==> src/rtl/lsu_store_buffer.sv <==
// lsu_store_buffer
//   Load/store front end sitting directly in front of data_memory. Requests
//   arrive over a valid/ready handshake and are checked for alignment and a
//   legal funct3. Stores are posted into an in-order buffer that drains one
//   entry per granted memory cycle. Loads wait behind every older buffered
//   store, then read memory and return a sign/zero-extended result through a
//   registered one-cycle response.
//
// Ports
//   clk, rst          clock; asynchronous active-low reset
//   req_*             request channel (valid/ready, we, funct3, addr, wdata)
//   rsp_*             one-cycle response pulse with load data or error flag
//   stb_empty         store buffer empty (usable as a fence condition)
//   mem_gnt           shared memory port granted this cycle
//   mem_*             memory port; mem_rdata is combinational read data,
//                     low-aligned for byte/half accesses
module lsu_store_buffer #(
    parameter int unsigned STB_DEPTH = 4,
    parameter int unsigned ADDR_W    = 32
) (
    input  logic              clk,
    input  logic              rst,
    input  logic              req_valid,
    output logic              req_ready,
    input  logic              req_we,
    input  logic [2:0]        req_funct3,
    input  logic [ADDR_W-1:0] req_addr,
    input  logic [31:0]       req_wdata,
    output logic              rsp_valid,
    output logic [31:0]       rsp_rdata,
    output logic              rsp_err,
    output logic              stb_empty,
    input  logic              mem_gnt,
    output logic [31:0]       mem_addr,
    output logic [31:0]       mem_wdata,
    output logic              mem_r_en,
    output logic              mem_w_en,
    output logic [1:0]        mem_byte_sel,
    input  logic [31:0]       mem_rdata
);

    localparam int unsigned PTR_W = (STB_DEPTH > 1) ? $clog2(STB_DEPTH) : 1;
    localparam int unsigned CNT_W = PTR_W + 1;

    typedef enum logic [1:0] {
        IDLE,
        DRAIN,
        READ,
        RESP
    } state_t;

    state_t            state;

    logic [ADDR_W-1:0] stb_addr [STB_DEPTH];
    logic [31:0]       stb_data [STB_DEPTH];
    logic [1:0]        stb_sel  [STB_DEPTH];
    logic [PTR_W-1:0]  rd_ptr;
    logic [PTR_W-1:0]  wr_ptr;
    logic [CNT_W-1:0]  count;
    logic [CNT_W-1:0]  count_next;

    logic [ADDR_W-1:0] ld_addr;
    logic [2:0]        ld_funct3;

    logic              accept;
    logic              req_err;
    logic              push;
    logic              pop;
    logic              read_fire;
    logic [31:0]       load_ext;

    assign req_ready = (state == IDLE) && (count < CNT_W'(STB_DEPTH));
    assign accept    = req_valid && req_ready;
    assign stb_empty = (count == '0);

    // Illegal size, signed-store encodings, load 110, and misalignment.
    always_comb begin
        req_err = 1'b0;
        if (req_funct3[1:0] == 2'b11)
            req_err = 1'b1;
        else if (req_we && req_funct3[2])
            req_err = 1'b1;
        else if (!req_we && (req_funct3 == 3'b110))
            req_err = 1'b1;
        else if ((req_funct3[1:0] == 2'b01) && req_addr[0])
            req_err = 1'b1;
        else if ((req_funct3[1:0] == 2'b10) && (req_addr[1:0] != 2'b00))
            req_err = 1'b1;
    end

    assign push      = accept && req_we && !req_err;
    // The buffer drains whenever the port is granted, except while a load
    // owns the port; a load only reaches READ once the buffer is empty.
    assign pop       = (state != READ) && (count != '0) && mem_gnt;
    assign read_fire = (state == READ) && mem_gnt;

    assign count_next = count + CNT_W'(push) - CNT_W'(pop);

    always_comb begin
        mem_r_en     = 1'b0;
        mem_w_en     = 1'b0;
        mem_addr     = '0;
        mem_wdata    = '0;
        mem_byte_sel = '0;
        if (read_fire) begin
            mem_r_en     = 1'b1;
            mem_addr     = 32'(ld_addr);
            mem_byte_sel = ld_funct3[1:0];
        end else if (pop) begin
            mem_w_en     = 1'b1;
            mem_addr     = 32'(stb_addr[rd_ptr]);
            mem_wdata    = stb_data[rd_ptr];
            mem_byte_sel = stb_sel[rd_ptr];
        end
    end

    // funct3[2] selects zero extension.
    always_comb begin
        case (ld_funct3[1:0])
            2'b00:   load_ext = {{24{~ld_funct3[2] & mem_rdata[7]}},  mem_rdata[7:0]};
            2'b01:   load_ext = {{16{~ld_funct3[2] & mem_rdata[15]}}, mem_rdata[15:0]};
            default: load_ext = mem_rdata;
        endcase
    end

    // Entry storage carries no reset; validity is tracked by count/pointers.
    always_ff @(posedge clk) begin
        if (push) begin
            stb_addr[wr_ptr] <= req_addr;
            stb_data[wr_ptr] <= req_wdata;
            stb_sel[wr_ptr]  <= req_funct3[1:0];
        end
    end

    always_ff @(posedge clk or negedge rst) begin
        if (!rst) begin
            state     <= IDLE;
            rd_ptr    <= '0;
            wr_ptr    <= '0;
            count     <= '0;
            ld_addr   <= '0;
            ld_funct3 <= '0;
            rsp_valid <= 1'b0;
            rsp_rdata <= '0;
            rsp_err   <= 1'b0;
        end else begin
            rsp_valid <= 1'b0;
            count     <= count_next;
            if (push)
                wr_ptr <= wr_ptr + PTR_W'(1);
            if (pop)
                rd_ptr <= rd_ptr + PTR_W'(1);

            case (state)
                IDLE: begin
                    if (accept) begin
                        if (req_err) begin
                            rsp_valid <= 1'b1;
                            rsp_err   <= 1'b1;
                            rsp_rdata <= '0;
                            state     <= RESP;
                        end else if (!req_we) begin
                            ld_addr   <= req_addr;
                            ld_funct3 <= req_funct3;
                            state     <= (count_next == '0) ? READ : DRAIN;
                        end
                    end
                end
                DRAIN: begin
                    // Leave as the last older store pops so each buffered
                    // store costs exactly one granted cycle.
                    if (count_next == '0)
                        state <= READ;
                end
                READ: begin
                    if (mem_gnt) begin
                        rsp_valid <= 1'b1;
                        rsp_err   <= 1'b0;
                        rsp_rdata <= load_ext;
                        state     <= RESP;
                    end
                end
                RESP: begin
                    state <= IDLE;
                end
                default: state <= IDLE;
            endcase
        end
    end

endmodule

==> config.mk <==
export PLATFORM = sky130hd
export DESIGN_NAME = lsu_store_buffer
export DESIGN_NICKNAME = d
export VERILOG_FILES = /design/src/rtl/lsu_store_buffer.sv
export SDC_FILE = /design/constraint.sdc
export NUM_CORES = 1
export LEC_CHECK = 0
export CORE_ASPECT_RATIO = 1.1
export CORE_MARGIN = 5
export CORE_UTILIZATION = 58
export DETAILED_ROUTE_END_ITERATION = 8
export PLACE_DENSITY = 0.85
export SYNTH_ARGS = -nofsm -noshare
export SYNTH_HDL_FRONTEND = slang
export SYNTH_SLANG_ARGS = --single-unit
==> constraint.sdc <==
create_clock -name clk -period 8.1 [get_ports clk]
set_input_delay 1.215 -clock clk [delete_from_list [all_inputs] [get_ports clk]]
set_output_delay 1.215 -clock clk [all_outputs]
set_load 0.01 [all_outputs]
* Word-level counts from Yosys, hierarchy flattened
Memories as Yosys holds them, arrays and structs flattened.
Cells that the tools add are included.
** Word-level totals
- Register bits after elaboration :: 78
- RAM bits :: 264
- Input port bits :: 104
- Output and inout port bits :: 104
- Memories kept :: 3
** Cells by class
- $add $sub $neg :: 4
- Order comparisons :: 1
- Equality and inequality tests :: 14
- Multiplexer cells :: 36
- Bitwise logic cells :: 5
- Reduce and logical (&&, ||, !) cells :: 23
** Memory list
- stb_addr :: words 4, bits a word 32, read ports 1, clocked after Yosys merged registers in 0, write ports 1, line 54 : logic [ADDR_W-1:0] stb_addr [STB_DEPTH];
- stb_data :: words 4, bits a word 32, read ports 1, clocked after Yosys merged registers in 0, write ports 1, line 55 : logic [31:0] stb_data [STB_DEPTH];
- stb_sel :: words 4, bits a word 2, read ports 1, clocked after Yosys merged registers in 0, write ports 1, line 56 : logic [1:0] stb_sel [STB_DEPTH];
** Operator list (number)
- 32-bit two-way mux :: 7
- 32-bit one-hot mux with 2 select lines :: 2
- 1-bit two-way mux :: 16
- 2-bit two-way mux :: 8
- 4-bit AND reduction :: 3
- 1-bit logical AND :: 11
- 2-bit inequality test (second input constant) :: 5
- 2-bit == test (second input constant) :: 4
- 2-bit one-hot mux with 4 select lines :: 1
- 2-bit by 1-bit == test with 1-bit output (second input constant) :: 3
- 3-bit logical NOT :: 2
- 2-bit by 1-bit adder with 2-bit output (second input constant) :: 2
- 2-bit logical NOT :: 2
- 1-bit one-hot mux with 2 select lines :: 2
- 2-bit nonzero test :: 2
- 3-bit by 1-bit adder with 3-bit output :: 1
- 3-bit == test (second input constant) :: 1
- 3-bit < comparator (second input constant) :: 1
- 3-bit inequality test (second input constant) :: 1
- 1-bit NOT :: 3
- 3-bit nonzero test :: 1
- 3-bit by 1-bit subtractor with 3-bit output :: 1
- 1-bit bitwise AND :: 2
- 1-bit logical NOT :: 2

* Depth between registers and ports, before layout
- Depth after elaboration :: 17
- Mapped depth :: 13
- Mapped depth without buffers :: 13

* Worst setup path before layout
No wires, ideal clock.
- Path type :: input to register
- From :: in req_funct3[0]
- To :: mem stb_addr[0][0], enable pin
- Arrival :: 3783 ps
- Data required time :: 7669 ps
- Path slack :: 3886 ps
- Stages :: 4
- Path buffers :: 0
- Cells stage by stage :: nor4_1 nor2_1 nor3b_2 and2_1
** Between the ends
- Word-level cells in the longest chain between the ends :: 11
- Elaborated cells between the ends (all ways) :: 16
- Classes of those cells :: eq/ne (4); mux (7); reduce/logical (5)
** RTL lines
- start, declared :: line 26 : input logic [2:0] req_funct3,
- 2-bit == test :: line 87 : else if ((req_funct3[1:0] == 2'b10) && (req_addr[1:0] != 2'b00))
- 1-bit logical AND :: line 87
- 1-bit two-way mux :: line 87
- 1-bit two-way mux :: line 85 : else if ((req_funct3[1:0] == 2'b01) && req_addr[0])
- 1-bit two-way mux :: line 83 : else if (!req_we && (req_funct3 == 3'b110))
- 1-bit two-way mux :: line 81 : else if (req_we && req_funct3[2])
- 1-bit two-way mux * :: line 79 : if (req_funct3[1:0] == 2'b11)
- 1-bit logical NOT * :: line 91 : assign push = accept && req_we && !req_err;
- 1-bit logical AND * :: line 91
- 1-bit two-way mux * :: line 128 : if (push) begin
- 1-bit two-way mux (not written as such) * :: line 129 : stb_addr[wr_ptr] <= req_addr;
- end, declared :: line 54
Mark *: on every way between the ends. The rest lies on a longest branch, timed or not.

* Worst setup path in the final report
- From :: in req_addr[0]
- To :: reg state[0]
** Between the ends
- Word-level cells in the longest chain between the ends :: 17
- Elaborated cells between the ends (all ways) :: 21
- Classes of those cells :: add/sub (2); eq/ne (2); mux (10); reduce/logical (7)
** RTL lines
- start, declared :: line 27 : input logic [ADDR_W-1:0] req_addr,
- 2-bit nonzero test :: line 87
- 1-bit logical AND :: line 87
- 1-bit two-way mux :: line 87
- 1-bit two-way mux * :: line 85
- 1-bit two-way mux * :: line 83
- 1-bit two-way mux * :: line 81
- 1-bit two-way mux * :: line 79
- 1-bit logical NOT * :: line 91
- (+2 left out)
- 3-bit by 1-bit subtractor with 3-bit output * :: line 97 : assign count_next = count + CNT_W'(push) - CNT_W'(pop);
- named net count_next[2] :: line 60 : logic [CNT_W-1:0] count_next;
- 3-bit logical NOT * :: line 165, 172
- 2-bit two-way mux :: line 165 : state <= (count_next == '0) ? READ : DRAIN;
- 2-bit two-way mux :: line 162 : end else if (!req_we) begin
- 2-bit two-way mux :: line 157 : if (req_err) begin
- 2-bit two-way mux :: line 156 : if (accept) begin
- 2-bit one-hot mux with 4 select lines :: line 154 : case (state)
- end signal, assigned :: line 165
- end, declared :: line 52 : state_t state;
The timed path passes the listed nets; every way through them passes the cells marked *. The select of a mux whose other input is x is not followed.
A chain may end at the register's enable or synchronous reset.

==> summary.txt <==
Run status
  – Run status: complete, no violations

Placement
  – Port bufs: between 200 and 250
  – Hpwl dp: about 17000 um
  – Dpl ws: about 3.0 ns
  – RePlAce Congestion: 0.8021

Floorplan
  – Row count: between 50 and 60
  – Chip width: between 150 and 200 um
  – I/O pin count: around 210
  – Die outline height: 169.7 um
  – Die area: between 0.02 and 0.03 mm2
  – Placeable Area: roughly 0.023 mm2
  – Initial Utilization: 58.81%

Detailed routing
  – Via total after detailed routing: just over 7000
  – DR iter-0 viols: approximately 540
  – WL/cell: about 24 um
  – Vias per cell: a little under 6
  – Remaining DRCs: 0
  – Pre-Repair DR Iteration Count: 6
  – Antenna viol nets, final: 0
  – Total Wirelength: between 20000 and 30000 um

Worst setup path
  – Worst setup path class: primary input to register
  – Max Fanout on Critical Path: 9
  – Crit start category: primary input
  – Crit path required time: ~8.5 ns
  – Arrival @ worst endpoint: 5.09 ns
  – Worst reg-to-reg path cell count: 13
  – R2R setup slack: 4.48 ns
  – Worst path buffer plus inverter count: 3
  – Critical R2R Capture: state[0]
  – Worst setup EP type: register
  – Slowest CP cell: clkdlybuf4s50_1
  – Slowest Stage Delay on Critical Path: 0.57 ns
  – Delay-heaviest family, CP: simple AND/OR/NAND/NOR gates
  – Worst R2R Start: state[1]
  – Crit path cell chain: clkdlybuf4s50_1 -> nor4_1 -> nor2_1 -> nor3b_2 -> inv_1 -> ha_1 -> inv_1 -> ha_1 -> fa_1 -> xnor3_1 -> nor3_1 -> o221ai_1 -> mux2_2

Timing
  – RSZ-0062 raised after global routing: false
  – Fmax: between 200 and 250 MHz
  – Hold violation count in the final report: 0
  – Worst Tran Pin Value: about 1.1 ns
  – Max Slew Vio Count: 0
  – Clock period minus worst slack: roughly 4.7 ns
  – Max-slew headroom: about a quarter
  – Final worst slack: between 3 and 4 ns
  – Crit share post-route: between 50% and 60%
  – Count of final setup violators: 0
  – Clock skew: between 0.015 and 0.02 ns
  – Setup_tns: 0 ns

Finish
  – Fill cell count: between 1000 and 1500
  – Register area: slightly below 0.01 mm2
  – Layout cells sized above 1: 18.83%
  – Area of the multi-input gates: between 0.003 and 0.004 mm2
  – Layout area overhead: 26.48%
  – Fin nets: approximately 1000
  – Ant. Diodes: 0

Yosys
  – Flops & latches, synth: ~340
  – Post-Syn Nets: about 800
  – Syn Area/Cell: 19.60 um2
  – Top cell type's share of synthesized area: 58.97%
  – Top-count cell post-synth: edfxtp_1
  – Syn. warnings: 0
  – Cell count after synthesis: ~700
  – Synth cell types: 39
  – Async SR Flop Fraction: a little under a quarter
  – Cell taking the most area after synthesis: edfxtp_1
  – Sequential-to-total area share from yosys stat: ~73%
  – Synth Flop Type: edfxtp_1
  – Synth Cell Area: between 0.01 and 0.015 mm2
  – Post-synth EDFFs: ~260
  – Top post-synthesis cells by count: 264 x edfxtp_1, 78 x dfrtp_1, 66 x a22o_1, 66 x mux4_2, 37 x and2_1
  – Top cells by area, synth: edfxtp_1 59%, dfrtp_1 15%, mux4_2 11%

Power and ir drop
  – Int Power: around 4100 uW
  – Clk network pwr share: 29.7%
  – Sequential Power Share: 40.9%
  – Max rail drop VDD: ~200 uV
  – Comb pwr share: about 29%
  – Leak: between 0.006 and 0.007 uW
  – Psw: 1572 uW
  – Power Density: approximately 330 mW/mm2
  – Net Sw Frac: about 28%

Clock tree
  – H-tree depth: 2
  – Worst skew pair latency: ~0.5 ns
  – CTS tree: built
  – Post-CTS Setup Inserts: 0
  – Resized Gates After CTS: 0
  – CTS sink cnt: about 340
  – Worst-path clk slew: roughly 0.060 ns
  – Cell chosen for the clock root: clkbuf_16
  – CTS Buf Count: 35
  – CTS Buffer Depth: 3
  – Hold Buf Count CTS: 0

Hold path
  – WHS Endpoint: ld_addr[20]
  – Hold path start: ld_addr[20]
  – Depth of the worst hold-timing path: 1
  – HP Class: register to register

Global route
  – Pin count of the biggest net entering global routing: a little under 70
  – Vias in the first global route: around 8000
  – Global-route wire length before repair: roughly 46000 um
  – Initial antenna violation count: 1
  – Grt ovf: 0
  – Overall Global Routing Usage: around 23%

Flow run
  – Max cap viols: 0
## cell type report
type	instances	area share [%]
clock buffer	52	6.247
clock inverter	11	0.9419
inverter	12	0.2649
multi-input combinational	294	19.76
sequential	342	58.15
tap	300	2.208
timing repair buffer	213	12.44
## state kept, by name, indices dropped and copies added (netlist names)
| signal | cells |
|---|---|
| stb_data | 128 |
| ld_addr | 32 |
| wr_ptr | 2 |
| stb_addr | 128 |
| rsp_rdata | 32 |
| rd_ptr | 2 |
| rsp_valid | 1 |
| stb_sel | 8 |
| ld_funct3 | 3 |
| rsp_err | 1 |
| state | 2 |
| count | 3 |
## power groups by stage
stage	clock network (uW)	logic (uW)	registers, uW
global placement	0	1630	2330
detailed placement	0	1660	2340
global route	1780	1790	2340
CTS	1700	1680	2310
floorplan	0	1080	2200
finish	1670	1660	2310
## metal layers
| layer | vias to the layer above | part of all wire (%) | GRT usage, % | wire, um |
|---|---|---|---|---|
| met2 | 312 | 52 | 39.27 | 15210 |
| met1 | 3734 | 39 | 29.99 | 11530 |
| met4 | 2 | 2.0 | 6.336 | 588 |
| met5 | - | 0.068 | 0 | 20 |
| li1 | 3170 | - | - | - |
| met3 | 58 | 7.3 | 4.897 | 2151 |
## placed cells by master, fill, tap and decap left out, types with 2 or more instances in the layout
master / n
a31oi_1: 3
ha_1: 10
clkbuf_1: 7
and2_4: 4
clkinv_2: 2
xnor2_1: 2
dfrtp_4: 2
clkbuf_8: 8
edfxtp_1: 264
bufinv_16: 4
nor3b_2: 2
a22o_1: 66
nor2_1: 5
dfrtp_1: 76
mux2_1: 4
mux4_2: 66
inv_1: 12
clkbuf_16: 37
mux2_2: 35
clkinv_1: 2
clkinvlp_4: 3
and2_1: 32
clkdlybuf4s50_1: 206
a21oi_1: 2
o21ai_0: 11
nand2b_1: 17
nor3_1: 3
nand2_1: 13
buf_4: 7
## worst max path at each step
stage / slack, ns / end / start / cells after the start
global placement: 3.21 / state[0] / req_addr[0] / 13
detailed placement: 2.97 / state[0] / req_addr[0] / 13
finish: 3.40 / state[0] / req_addr[0] / 13
global route: 3.14 / mem_addr[25] / rd_ptr[0] / 4
floorplan: 3.89 / stb_addr[0][0] / req_funct3[0] / 4
CTS: 3.29 / mem_addr[28] / rd_ptr[0] / 4
## cell families after synthesis
kind of cell             synth area share (%)
flip-flops                              73.49
multiplexers                            14.32
AO/OA/AOI/OAI                           5.351
AND/OR/NAND/NOR                         3.751
buffers and inverters                   1.647
adder cells (fa/ha/maj)                 1.080
XOR/XNOR                               0.3630
## through the flow
stage                     util, %  cell area (um2)  instances  hold slack [ns]  power, uW
after floorplan                 -            13440        686           0.4585       3281
after global placement      69.04            15780       1161           0.4704       3961
after detailed placement    69.04            15780       1161           0.4831       4002
after CTS                   74.38            17000       1224           0.4965       5688
after global routing        74.38            17000       1224           0.5176       5911
final                       74.38            17000       1224           0.4921       5638
Power figures use the tool's default switching activity.
